==> src/rtl/softmax_seq_ctrl_if.sv <==
// Stream and datapath signal bundle for softmax_seq_ctrl.
// The slave modport is the controller side; master is the feeding/consuming side.
interface softmax_seq_ctrl_if #(
  parameter int N  = 10,
  parameter int DW = 16
);
  logic            s_tvalid;
  logic            s_tready;
  logic [DW-1:0]   s_tdata;
  logic            s_tlast;
  logic [N*DW-1:0] dp_x;
  logic [N*DW-1:0] dp_result;
  logic            m_tvalid;
  logic            m_tready;
  logic [DW-1:0]   m_tdata;
  logic            m_tlast;

  modport slave (
    input  s_tvalid, s_tdata, s_tlast, dp_result, m_tready,
    output s_tready, dp_x, m_tvalid, m_tdata, m_tlast
  );

  modport master (
    output s_tvalid, s_tdata, s_tlast, dp_result, m_tready,
    input  s_tready, dp_x, m_tvalid, m_tdata, m_tlast
  );
endinterface

==> src/rtl/softmax_seq_ctrl.sv <==
// Frame sequencer for the 10-lane softmax datapath: collects one frame onto dp_x,
// waits out the datapath latency plus one margin cycle, then drains the results.
module softmax_seq_ctrl #(
  parameter int N          = 10,
  parameter int DW         = 16,
  parameter int DP_LATENCY = 4
) (
  input  logic               aclk,
  input  logic               aresetn,
  softmax_seq_ctrl_if.slave  io,
  output logic               busy,
  output logic               frame_err
);

  localparam int IW = 4;
  localparam int CW = (DP_LATENCY < 1) ? 1 : $clog2(DP_LATENCY + 1);
  localparam logic [IW-1:0] LAST_IDX = IW'(N - 1);
  localparam logic [CW-1:0] CNT_LOAD = CW'(DP_LATENCY);
  // Most negative value: exp() of a padded lane contributes ~0 to the sum.
  localparam logic [DW-1:0] PAD_VAL  = {1'b1, {(DW-1){1'b0}}};

  typedef enum logic [1:0] {
    S_COLLECT = 2'd0,
    S_WAIT    = 2'd1,
    S_DRAIN   = 2'd2
  } state_e;

  state_e          state_q;
  logic [IW-1:0]   idx_q;
  logic [IW-1:0]   oidx_q;
  logic [CW-1:0]   cnt_q;
  logic [N*DW-1:0] x_q;
  logic [N*DW-1:0] res_q;
  logic            s_tready_q;
  logic            m_tvalid_q;
  logic [DW-1:0]   m_tdata_q;
  logic            m_tlast_q;
  logic            busy_q;
  logic            frame_err_q;

  logic            accept_s;
  logic            launch_s;
  logic [IW-1:0]   oidx_inc_s;

  function automatic logic [DW-1:0] lane_sel(input logic [N*DW-1:0] v,
                                             input logic [IW-1:0]   i);
    logic [DW-1:0] r;
    r = '0;
    for (int k = 0; k < N; k++) begin
      if (i == IW'(k)) r = v[k*DW +: DW];
    end
    return r;
  endfunction

  assign accept_s   = (state_q == S_COLLECT) && s_tready_q && io.s_tvalid;
  assign launch_s   = accept_s && ((idx_q == LAST_IDX) || io.s_tlast);
  assign oidx_inc_s = oidx_q + 4'd1;

  // Sequencer FSM with all outputs registered.
  always_ff @(posedge aclk or negedge aresetn) begin
    if (!aresetn) begin
      state_q     <= S_COLLECT;
      idx_q       <= '0;
      oidx_q      <= '0;
      cnt_q       <= '0;
      x_q         <= '0;
      res_q       <= '0;
      s_tready_q  <= 1'b0;
      m_tvalid_q  <= 1'b0;
      m_tdata_q   <= '0;
      m_tlast_q   <= 1'b0;
      busy_q      <= 1'b0;
      frame_err_q <= 1'b0;
    end else begin
      frame_err_q <= 1'b0;
      case (state_q)
        S_COLLECT: begin
          s_tready_q <= 1'b1;
          if (accept_s) begin
            // A short frame pads every lane above the current one on the same edge.
            for (int k = 0; k < N; k++) begin
              if (idx_q == IW'(k)) begin
                x_q[k*DW +: DW] <= io.s_tdata;
              end else if (io.s_tlast && (IW'(k) > idx_q)) begin
                x_q[k*DW +: DW] <= PAD_VAL;
              end
            end
            busy_q <= 1'b1;
            if (launch_s) begin
              state_q     <= S_WAIT;
              cnt_q       <= CNT_LOAD;
              idx_q       <= '0;
              s_tready_q  <= 1'b0;
              frame_err_q <= (idx_q == LAST_IDX) && !io.s_tlast;
            end else begin
              idx_q <= idx_q + 4'd1;
            end
          end
        end

        S_WAIT: begin
          s_tready_q <= 1'b0;
          busy_q     <= 1'b1;
          if (cnt_q == '0) begin
            res_q      <= io.dp_result;
            oidx_q     <= '0;
            state_q    <= S_DRAIN;
            m_tvalid_q <= 1'b1;
            m_tdata_q  <= io.dp_result[DW-1:0];
            m_tlast_q  <= (LAST_IDX == 4'd0);
          end else begin
            cnt_q <= cnt_q - CW'(1);
          end
        end

        S_DRAIN: begin
          s_tready_q <= 1'b0;
          if (io.m_tready) begin
            if (oidx_q == LAST_IDX) begin
              state_q    <= S_COLLECT;
              oidx_q     <= '0;
              m_tvalid_q <= 1'b0;
              m_tlast_q  <= 1'b0;
              s_tready_q <= 1'b1;
              busy_q     <= 1'b0;
            end else begin
              oidx_q    <= oidx_inc_s;
              m_tdata_q <= lane_sel(res_q, oidx_inc_s);
              m_tlast_q <= (oidx_inc_s == LAST_IDX);
            end
          end
        end

        default: begin
          state_q    <= S_COLLECT;
          idx_q      <= '0;
          oidx_q     <= '0;
          s_tready_q <= 1'b0;
          m_tvalid_q <= 1'b0;
          m_tlast_q  <= 1'b0;
          busy_q     <= 1'b0;
        end
      endcase
    end
  end

  assign io.s_tready = s_tready_q;
  assign io.dp_x     = x_q;
  assign io.m_tvalid = m_tvalid_q;
  assign io.m_tdata  = m_tdata_q;
  assign io.m_tlast  = m_tlast_q;
  assign busy        = busy_q;
  assign frame_err   = frame_err_q;

endmodule

==> src/flat_wrapper.sv <==
// flat-port wrapper written by rule: the top's interface ports become plain ports
module softmax_seq_ctrl_flat 
#(
  parameter int N          = 10,
  parameter int DW         = 16,
  parameter int DP_LATENCY = 4
)
  (aclk, aresetn, busy, frame_err, io_s_tvalid, io_s_tdata, io_s_tlast, io_dp_result, io_m_tready, io_s_tready, io_dp_x, io_m_tvalid, io_m_tdata, io_m_tlast);
  softmax_seq_ctrl_if #(.N(N), .DW(DW)) io_i ();
  input  logic aclk;
  input  logic aresetn;
  output logic busy;
  output logic frame_err;
  input wire logic [$bits(io_i.s_tvalid)-1:0] io_s_tvalid;
  input wire logic [$bits(io_i.s_tdata)-1:0] io_s_tdata;
  input wire logic [$bits(io_i.s_tlast)-1:0] io_s_tlast;
  input wire logic [$bits(io_i.dp_result)-1:0] io_dp_result;
  input wire logic [$bits(io_i.m_tready)-1:0] io_m_tready;
  output wire logic [$bits(io_i.s_tready)-1:0] io_s_tready;
  output wire logic [$bits(io_i.dp_x)-1:0] io_dp_x;
  output wire logic [$bits(io_i.m_tvalid)-1:0] io_m_tvalid;
  output wire logic [$bits(io_i.m_tdata)-1:0] io_m_tdata;
  output wire logic [$bits(io_i.m_tlast)-1:0] io_m_tlast;
  assign io_i.s_tvalid = io_s_tvalid;
  assign io_i.s_tdata = io_s_tdata;
  assign io_i.s_tlast = io_s_tlast;
  assign io_i.dp_result = io_dp_result;
  assign io_i.m_tready = io_m_tready;
  assign io_s_tready = io_i.s_tready;
  assign io_dp_x = io_i.dp_x;
  assign io_m_tvalid = io_i.m_tvalid;
  assign io_m_tdata = io_i.m_tdata;
  assign io_m_tlast = io_i.m_tlast;
  softmax_seq_ctrl #(.N(N), .DW(DW), .DP_LATENCY(DP_LATENCY)) u_core (.aclk(aclk), .aresetn(aresetn), .io(io_i), .busy(busy), .frame_err(frame_err));
endmodule
==> config.mk <==
export PLATFORM = sky130hd
export DESIGN_NAME = softmax_seq_ctrl_flat
export DESIGN_NICKNAME = d
export VERILOG_FILES = /design/src/rtl/softmax_seq_ctrl_if.sv /design/src/rtl/softmax_seq_ctrl.sv /design/src/flat_wrapper.sv
export SDC_FILE = /design/constraint.sdc
export NUM_CORES = 1
export LEC_CHECK = 0
export ABC_CLOCK_PERIOD_IN_PS = 2200
export CORE_ASPECT_RATIO = 0.9
export CORE_MARGIN = 8
export CORE_UTILIZATION = 35
export CTS_CLUSTER_SIZE = 28
export DETAILED_ROUTE_END_ITERATION = 10
export GPL_TIMING_DRIVEN = 0
export PLACE_DENSITY = 0.66
export SYNTH_ARGS = -nofsm -noshare
export SYNTH_HDL_FRONTEND = slang
export SYNTH_SLANG_ARGS = --single-unit
==> constraint.sdc <==
create_clock -name aclk -period 2.2 [get_ports aclk]
set_input_delay 0.44 -clock aclk [delete_from_list [all_inputs] [get_ports aclk]]
set_output_delay 0.44 -clock aclk [all_outputs]
set_load 0.03 [all_outputs]
==> results.tsv, run 1 <==
stage	metric	value	unit
critical_path	Critical Path Max Stage Delay	490	ps
yosys	count of unique library cells instantiated by Yosys	60	
yosys	syn nets	1440	
power_and_ir_drop	worst vdd ir	740.1	uV
drt	wirelength, routed	54860	um
run_status	status	finished, violations left	
finish	multi-input logic area	6579	sq um
hold_path	class of the most critical hold timing path	primary input to async pin	
yosys	multiplexer fraction of the synthesized cell area	0.1299	
yosys	Avg Inst Size Synth	12.31	sq um
timing	f_max	444.3	MHz
yosys	count leader, synth	dfrtp_1	
clock_network	clock-pin slew on the worst setup and hold paths	60	ps
clock_network	number of clock sinks seen by CTS	354	
clock_network	Clk Tree Root Cell	clkbuf_16	
critical_path	worst-path maximum fanout	8	
critical_path	worst flop-to-flop path startpoint	u_core.oidx_q[0]$_DFFE_PN0P_	
yosys	count of warnings emitted by yosys	0	
drt	DR WL/cell	24.36	um
finish	post-synthesis to final-layout area growth	43.88	%
yosys	post-synthesis compound-gate area fraction	0.1606	
finish	net count reported at finish	1854	
drt	Antenna Nets Post-Route	0	
die	row count	72	
drt	first-pass iteration count of the detailed router	5	
power_and_ir_drop	leakage power	9.435	nW
critical_path	buffering stage count on the worst path with inverters included	2	
timing	final max-slew violation count	0	
critical_path	worst reg2reg path depth	9	
critical_path	slowest library cell on the worst path	dfrtp_2	
finish	register area	8861	sq um
global_route	antenna violations before repair	9	
die	number of top-level pins	362	
clock_network	maximum clock insertion buffer count	3	
clock_network	number of clock buffers inserted by TritonCTS	39	
yosys	post-synthesis adder-cell area fraction	0.01061	
run_status	violated checks	negative setup slack	
global_route	global-route wire length before repair	80410	um
place	GP Congestion	0.8436	
yosys	Syn Inst Count	1246	
timing	final period utilization	1.023	
yosys	EDFF count, synth	0	
finish	fill cell instance count of the final layout	3726	
drt	via count	12460	
timing	count of final hold-check violations	0	
timing	slew at the pin closest to its max-slew limit	965.0	ps
finish	fraction of layout instances using a drive strength above 1	0.2697	
timing	setup repair after global routing missed its margin	true	
critical_path	cells along the critical path	ha_4 -> nand2_4 -> o31ai_4 -> o31ai_4 -> buf_12 -> buf_6 -> o32ai_2 -> o221ai_2 -> a32oi_1	
timing	Setup Viol. Count Final	4	
yosys	largest cells by area after synthesis	dfrtp_1 (58%), mux2_2 (13%), a22o_1 (6.2%), nand2_1 (3.0%), a21oi_1 (1.5%)	
critical_path	flop-to-flop setup slack	-50	ps
yosys	most common library cells after synthesis	dfrtp_1 (354), mux2_2 (176), nand2_1 (123)	
critical_path	sort of element at the start of the critical path	flop	
global_route	global-route usage over all layers	0.2041	
critical_path	most frequent cell on the critical path	o31ai_4	
critical_path	Worst Path Class, Setup	flop to flop	
yosys	sequential area share after synthesis	0.5776	
global_route	total congestion overflow after global routing	0	
finish	final instance area	22060	sq um
critical_path	Data arrival, critical path	2730	ps
critical_path	worst flop-to-flop path endpoint	u_core.io.m_tdata[12]$_DFFE_PN0P_	
die	Initial Utilization	0.3554	
die	Die Span Y	214.6	um
timing	final total negative setup slack	-54.87	ps
timing	Setup WS post-layout	-50.96	ps
place	DP Area	19580	sq um
clock_network	clock tree from TritonCTS	done	
yosys	library cell occupying the most area in the post-synthesis netlist	dfrtp_1	
timing	minimum clock period	2251	ps
timing	clock skew	32.90	ps
yosys	total standard cell area after synthesis	15340	sq um
drt	Residual DRC	0	
power_and_ir_drop	post-route total power	0.02948	W
yosys	combinational family with the most area after synthesis	compound AO/OA/AOI/OAI gates	
drt	ratio of routed vias to standard cells	5.533	
yosys	post-synthesis sequential element count	354	
critical_path	kind of cell with the highest combined delay on the critical path	compound AO/OA/AOI/OAI gates	
global_route	vias in the first global route	12610	
global_route	pin count of the biggest net entering global routing	118	
place	count of input and output buffers	346	
die	placeable core region	43150	sq um
finish	final standard cell utilization of the core	0.5113	
yosys	Primary FF master, synth	dfrtp_1	
power_and_ir_drop	Power per Cell Area	1336	nW/um^2
die	die width	236.7	um
yosys	fraction of the mapped netlist area in simple logic gates	0.08469	
clock_network	H-Tree Depth	2	
yosys	proportion of netlist area held by the largest area contributor	0.5776	
drt	initial detailed-routing violation count	1049	
yosys	fraction of registers with async set or reset after synthesis	1.000	
critical_path	data required time at the worst endpoint	2670	ps
timing	headroom to the max-slew limit	0.3567	
die	die outline area	50780	sq um
critical_path	endpoint class of the critical path	flop	
job	number of violations of the max-capacitance limit	0	
place	HPWL after detailed placement	40570	um
yosys	xor and xnor area share after synthesis	0.0005711	
clock_network	Worst-Skew Late Latency	570	ps
==> through the flow <==
stage	std cells	hold slack [ps]	setup WS (ps)
CTS	2228	310.7	-17.11
finish	2252	331.9	-50.96
floorplan	1246	144.4	43.46
global placement	2147	452.0	-14850
global route	2252	353.5	-100.6
detailed placement	2150	327.5	-515.4
==> logic make-up after synthesis <==
family / after synthesis
DFF: 354
AOI/OAI and AO/OA: 319
and+or+nand+nor: 258
muxes: 177
buffers and inverters: 124
adders and majority gates: 13
xor gates and xnor gates: 1
==> registers in the layout (all words and copies together), names as in the netlist <==
register / count
u_core.state_q: 2
u_core.busy: 1
u_core.io.m_tdata: 16
u_core.io.m_tvalid: 1
u_core.oidx_q: 4
u_core.io.s_tready: 1
u_core.io.dp_x: 160
u_core.cnt_q: 3
u_core.res_q: 160
u_core.io.m_tlast: 1
u_core.frame_err: 1
u_core.idx_q: 4
==> power by group <==
part | leakage [nW] | internal, W | switching (W)
logic | 4.32 | 0.00584 | 0.00618
registers | 4.44 | 0.00891 | 0.00161
clock network | 0.679 | 0.00409 | 0.00284
==> placed cells by master (no fill, tap or decap), types with 7 or more instances in the layout <==
cell type	count
clkbuf_8	13
buf_2	15
o221ai_2	14
nor2b_1	19
clkbuf_16	39
clkinv_2	8
a22o_1	108
a32oi_1	16
buf_6	10
clkbuf_1	24
a21oi_1	38
o32ai_4	7
clkbuf_2	17
ha_1	8
o21ai_1	10
and3_1	18
nand3_1	34
clkbuf_4	12
nand2_1	114
o211ai_1	16
o21ai_0	19
inv_1	14
o22ai_1	26
mux2_2	176
a21oi_2	8
clkdlybuf4s50_1	343
dfrtp_1	352
buf_4	42
nand3b_1	16
nor2_1	12
o22ai_2	8
==> worst max-delay path by stage <==
stage                                         to  cells after the start                          from  slack (ps)
2_1_floorplan  u_core.io.m_tdata[10]$_DFFE_PN0P_                     10  u_core.oidx_q[0]$_DFFE_PN0P_          40
3_3_place_gp      u_core.io.dp_x[23]$_DFFE_PN0P_                      1                       aresetn      -14850
3_5_place_dp    u_core.io.m_tdata[8]$_DFFE_PN0P_                     10  u_core.oidx_q[1]$_DFFE_PN0P_        -520
4_1_cts        u_core.io.m_tdata[12]$_DFFE_PN0P_                     10  u_core.oidx_q[1]$_DFFE_PN0P_         -20
5_1_grt        u_core.io.m_tdata[12]$_DFFE_PN0P_                      9  u_core.oidx_q[0]$_DFFE_PN0P_        -100
6_report       u_core.io.m_tdata[12]$_DFFE_PN0P_                      9  u_core.oidx_q[0]$_DFFE_PN0P_         -50
==> per-layer routing <==
| metal | GRT usage | wire [um] |
|---|---|---|
| met1 | 0.2738 | 23620 |
| met2 | 0.3164 | 25510 |
| met3 | 0.04098 | 3409 |
| met4 | 0.09181 | 2283 |
| met5 | 0 | 34 |
==> layout make-up <==
type / count / share of cell area
clock inverter: 17 / 0.009470
antenna: 6 / 0.0006805
timing repair buffer: 380 / 0.1731
clock buffer: 55 / 0.05285
multi-input combinational: 768 / 0.2982
buffer: 96 / 0.02852
sequential: 354 / 0.4016
tap: 555 / 0.03147
inverter: 21 / 0.004139
==> what timing repair did <==
action / in CTS / in global routing
gates resized for setup: 77 / 157
cloned: 0 / 1
pin swaps: 4 / 39
endpoints found under the setup margin: 299 / 247
hold buffers: 1 / 0
buffers inserted: 8 / 21
hold endpoints to repair: 36 / 0
(Power assumes the default switching activity.)
==> inputs of run 2 (changes only) <==
- CORE_ASPECT_RATIO: 0.9 -> default
- CORE_UTILIZATION: 35 -> 45
- PLACE_DENSITY: 0.66 -> 0.8
- RECOVER_POWER: default -> 100
==> results.tsv, run 2 (synthesized netlist as in run 1, its figures left out) <==
stage	metric	value	unit	change
run_status	status	finished, violations left		unchanged
run_status	violated checks	negative setup slack		unchanged
finish	post-layout instance count excluding filler cells	2155		was 2252
global_route	vias in the first global route	13090		was 12610
critical_path	slowest library cell on the worst path	dfrtp_2		unchanged
place	count of input and output buffers	346		unchanged
clock_network	H-Tree Depth	2		unchanged
place	number of placed instances, taps included	2043		was 2150
drt	ratio of routed vias to standard cells	5.992		was 5.533
critical_path	Data arrival, critical path	2780	ps	was 2730 ps
hold_path	class of the most critical hold timing path	primary input to flop		was primary input to async pin
timing	setup repair after global routing missed its margin	true		unchanged
global_route	antenna violations before repair	12		was 9
clock_network	maximum clock insertion buffer count	3		unchanged
die	number of top-level pins	362		unchanged
drt	via count	12910		was 12460
critical_path	Critical Path Max Stage Delay	470	ps	was 490 ps
global_route	pin count of the biggest net entering global routing	117		was 118
clock_network	Clk Tree Root Cell	clkbuf_16		unchanged
timing	final max-slew violation count	0		unchanged
critical_path	Worst Path Class, Setup	flop to flop		unchanged
timing	minimum clock period	2341	ps	was 2251 ps
timing	f_max	427.1	MHz	was 444.3 MHz
finish	commonest cells after routing, fill and taps aside	dfrtp_1 (352), clkdlybuf4s50_1 (206), mux2_2 (174), dlygate4sd3_1 (140), nand2_1 (117)		was dfrtp_1 (352), clkdlybuf4s50_1 (343), mux2_2 (176), nand2_1 (114), a22o_1 (108)
global_route	total congestion overflow after global routing	0		unchanged
clock_network	Worst-Skew Late Latency	540	ps	was 570 ps
die	row count	67		was 72
drt	DR WL/cell	25.76	um	was 24.36 um
global_route	global-route usage over all layers	0.2509		was 0.2041
finish	fill cell instance count of the final layout	2351		was 3726
timing	final period utilization	1.064		was 1.023
timing	slew at the pin closest to its max-slew limit	978.1	ps	was 965.0 ps
clock_network	clock tree from TritonCTS	done		unchanged
timing	Setup WS post-layout	-141.3	ps	was -50.96 ps
finish	post-synthesis to final-layout area growth	43.71	%	was 43.88%
critical_path	data required time at the worst endpoint	2640	ps	was 2670 ps
critical_path	endpoint class of the critical path	flop		unchanged
critical_path	sort of element at the start of the critical path	flop		unchanged
critical_path	buffering stage count on the worst path with inverters included	2		unchanged
die	die outline area	40240	sq um	was 50780 sq um
drt	initial detailed-routing violation count	1034		was 1049
place	Post-Place Setup Slack	-724.9	ps	was -515.4 ps
timing	clock skew	26.54	ps	was 32.90 ps
clock_network	number of clock sinks seen by CTS	354		unchanged
drt	Antenna Nets Post-Route	0		unchanged
drt	wirelength, routed	55510	um	was 54860 um
die	placeable core region	33530	sq um	was 43150 sq um
critical_path	kind of cell with the highest combined delay on the critical path	simple AND/OR/NAND/NOR gates		was compound AO/OA/AOI/OAI gates
finish	multi-input logic area	6700	sq um	was 6579 sq um
drt	first-pass iteration count of the detailed router	5		unchanged
critical_path	worst-path maximum fanout	10		was 8
die	Initial Utilization	0.4574		was 0.3554
place	GP Congestion	0.9216		was 0.8436
critical_path	cells along the critical path	buf_6 -> and3b_2 -> nor4b_4 -> nor2_2 -> buf_4 -> o32ai_1 -> o221ai_2 -> a32oi_1		was ha_4 -> nand2_4 -> o31ai_4 -> o31ai_4 -> buf_12 -> buf_6 -> o32ai_2 -> o221ai_2 -> a32oi_1
clock_network	number of clock buffers inserted by TritonCTS	38		was 39
timing	headroom to the max-slew limit	0.3479		was 0.3567
place	HPWL after detailed placement	38740	um	was 40570 um
finish	net count reported at finish	1868		was 1854
finish	register area	8861	sq um	unchanged
timing	count of final hold-check violations	0		unchanged
power_and_ir_drop	Power per Cell Area	1356	nW/um^2	was 1336 nW/um^2
finish	fraction of layout instances using a drive strength above 1	0.2761		was 0.2697
job	number of violations of the max-capacitance limit	0		unchanged
drt	Residual DRC	0		unchanged
die	Die Span Y	200.6	um	was 214.6 um
timing	Setup Viol. Count Final	16		was 4
die	die width	200.6	um	was 236.7 um
global_route	global-route wire length before repair	79590	um	was 80410 um
power_and_ir_drop	worst vdd ir	738.9	uV	was 740.1 uV
finish	most common cell after layout, fill and taps aside	dfrtp_1		unchanged
power_and_ir_drop	leakage power	9.779	nW	was 9.435 nW
clock_network	clock-pin slew on the worst setup and hold paths	60	ps	about the same
[run 2: cell count changes in the layout (fill, tap and decap cells not counted), moves of 4 or more]
cell	delta
clkbuf_8	-6
o21ai_0	-4
and3_4	+8
and3_1	-8
clkdlybuf4s50_1	-137
clkbuf_1	+13
clkbuf_4	-4
dlygate4sd3_1	+139
buf_2	+4
[run 2: final cells by class]
type | count | area share
Tap cell | 448 | 0.02543
Clock inverter | 12 | 0.008118
Buffer | 97 | 0.02793
Sequential cell | 354 | 0.4020
Clock buffer | 56 | 0.05035
Timing Repair Buffer | 394 | 0.1775
Multi-Input combinational cell | 768 | 0.3040
Inverter | 21 | 0.004031
Antenna cell | 5 | 0.0005677
[run 2: worst reg2reg max path, cell delays in order, from the launching register on]
cell,delay [ps]
dfrtp_2,470
buf_6,150
and3b_2,230
nor4b_4,400
nor2_2,160
buf_4,240
o32ai_1,200
o221ai_2,180
a32oi_1,230
[run 2: layer usage]
metal | vias to the layer above | global-route usage | share of wire
li1 | 5471 | - | -
met1 | 6476 | 0.2962 | 0.37
met2 | 775 | 0.4122 | 0.48
met3 | 175 | 0.07778 | 0.096
met4 | 16 | 0.1227 | 0.051
met5 | - | 0 | 0.0019
[run 2: timing repair]
action | 4_1_cts | 5_1_grt
gates cloned | 0 | 5
pin swaps | 12 | 37
buffers inserted | 16 | 24
hold buffers | 1 | 0
endpoints found under the hold margin | 86 | 0
gates resized for setup | 124 | 122
endpoints found under the setup margin | 251 | 136
[run 2: metrics by stage]
step / hold slack (ps) / power (W) / instance area, sq um / setup TNS [ps] / utilization
floorplan: 144.4 / 0.01680 / 15340 / 0 / -
global placement: 449.7 / 0.02074 / 19360 / -5070440 / 0.5774
detailed placement: 454.5 / 0.02108 / 19450 / -70640 / 0.5800
CTS: 317.5 / 0.02859 / 21350 / -336.1 / 0.6366
global route: 350.5 / 0.03102 / 22040 / -6015 / 0.6572
finish: 353.8 / 0.02988 / 22040 / -1248 / 0.6573
[run 2: final timing paths]
path                                                      start                          endpoint  slack, ps  cells after the start
worst min register to register  u_core.io.dp_x[155]$_DFFE_PN0P_   u_core.io.dp_x[155]$_DFFE_PN0P_        460                      2
max in group asynchronous                               aresetn     u_core.io.dp_x[7]$_DFFE_PN0P_        210                      3
worst max-delay path               u_core.oidx_q[1]$_DFFE_PN0P_  u_core.io.m_tdata[5]$_DFFE_PN0P_       -140                      8
min in group asynchronous                               aresetn    u_core.io.dp_x[32]$_DFFE_PN0P_        480                      2
worst min-delay path                              io_s_tdata[5]    u_core.io.dp_x[21]$_DFFE_PN0P_        350                      3
worst max register to register     u_core.oidx_q[1]$_DFFE_PN0P_  u_core.io.m_tdata[5]$_DFFE_PN0P_       -140                      8
[run 2: power by group]
group,internal (W),switching [W],total (W)
Clock,0.00398,0.00268,0.00666
Sequential,0.00891,0.00179,0.0107
Combinational,0.00586,0.00664,0.0125
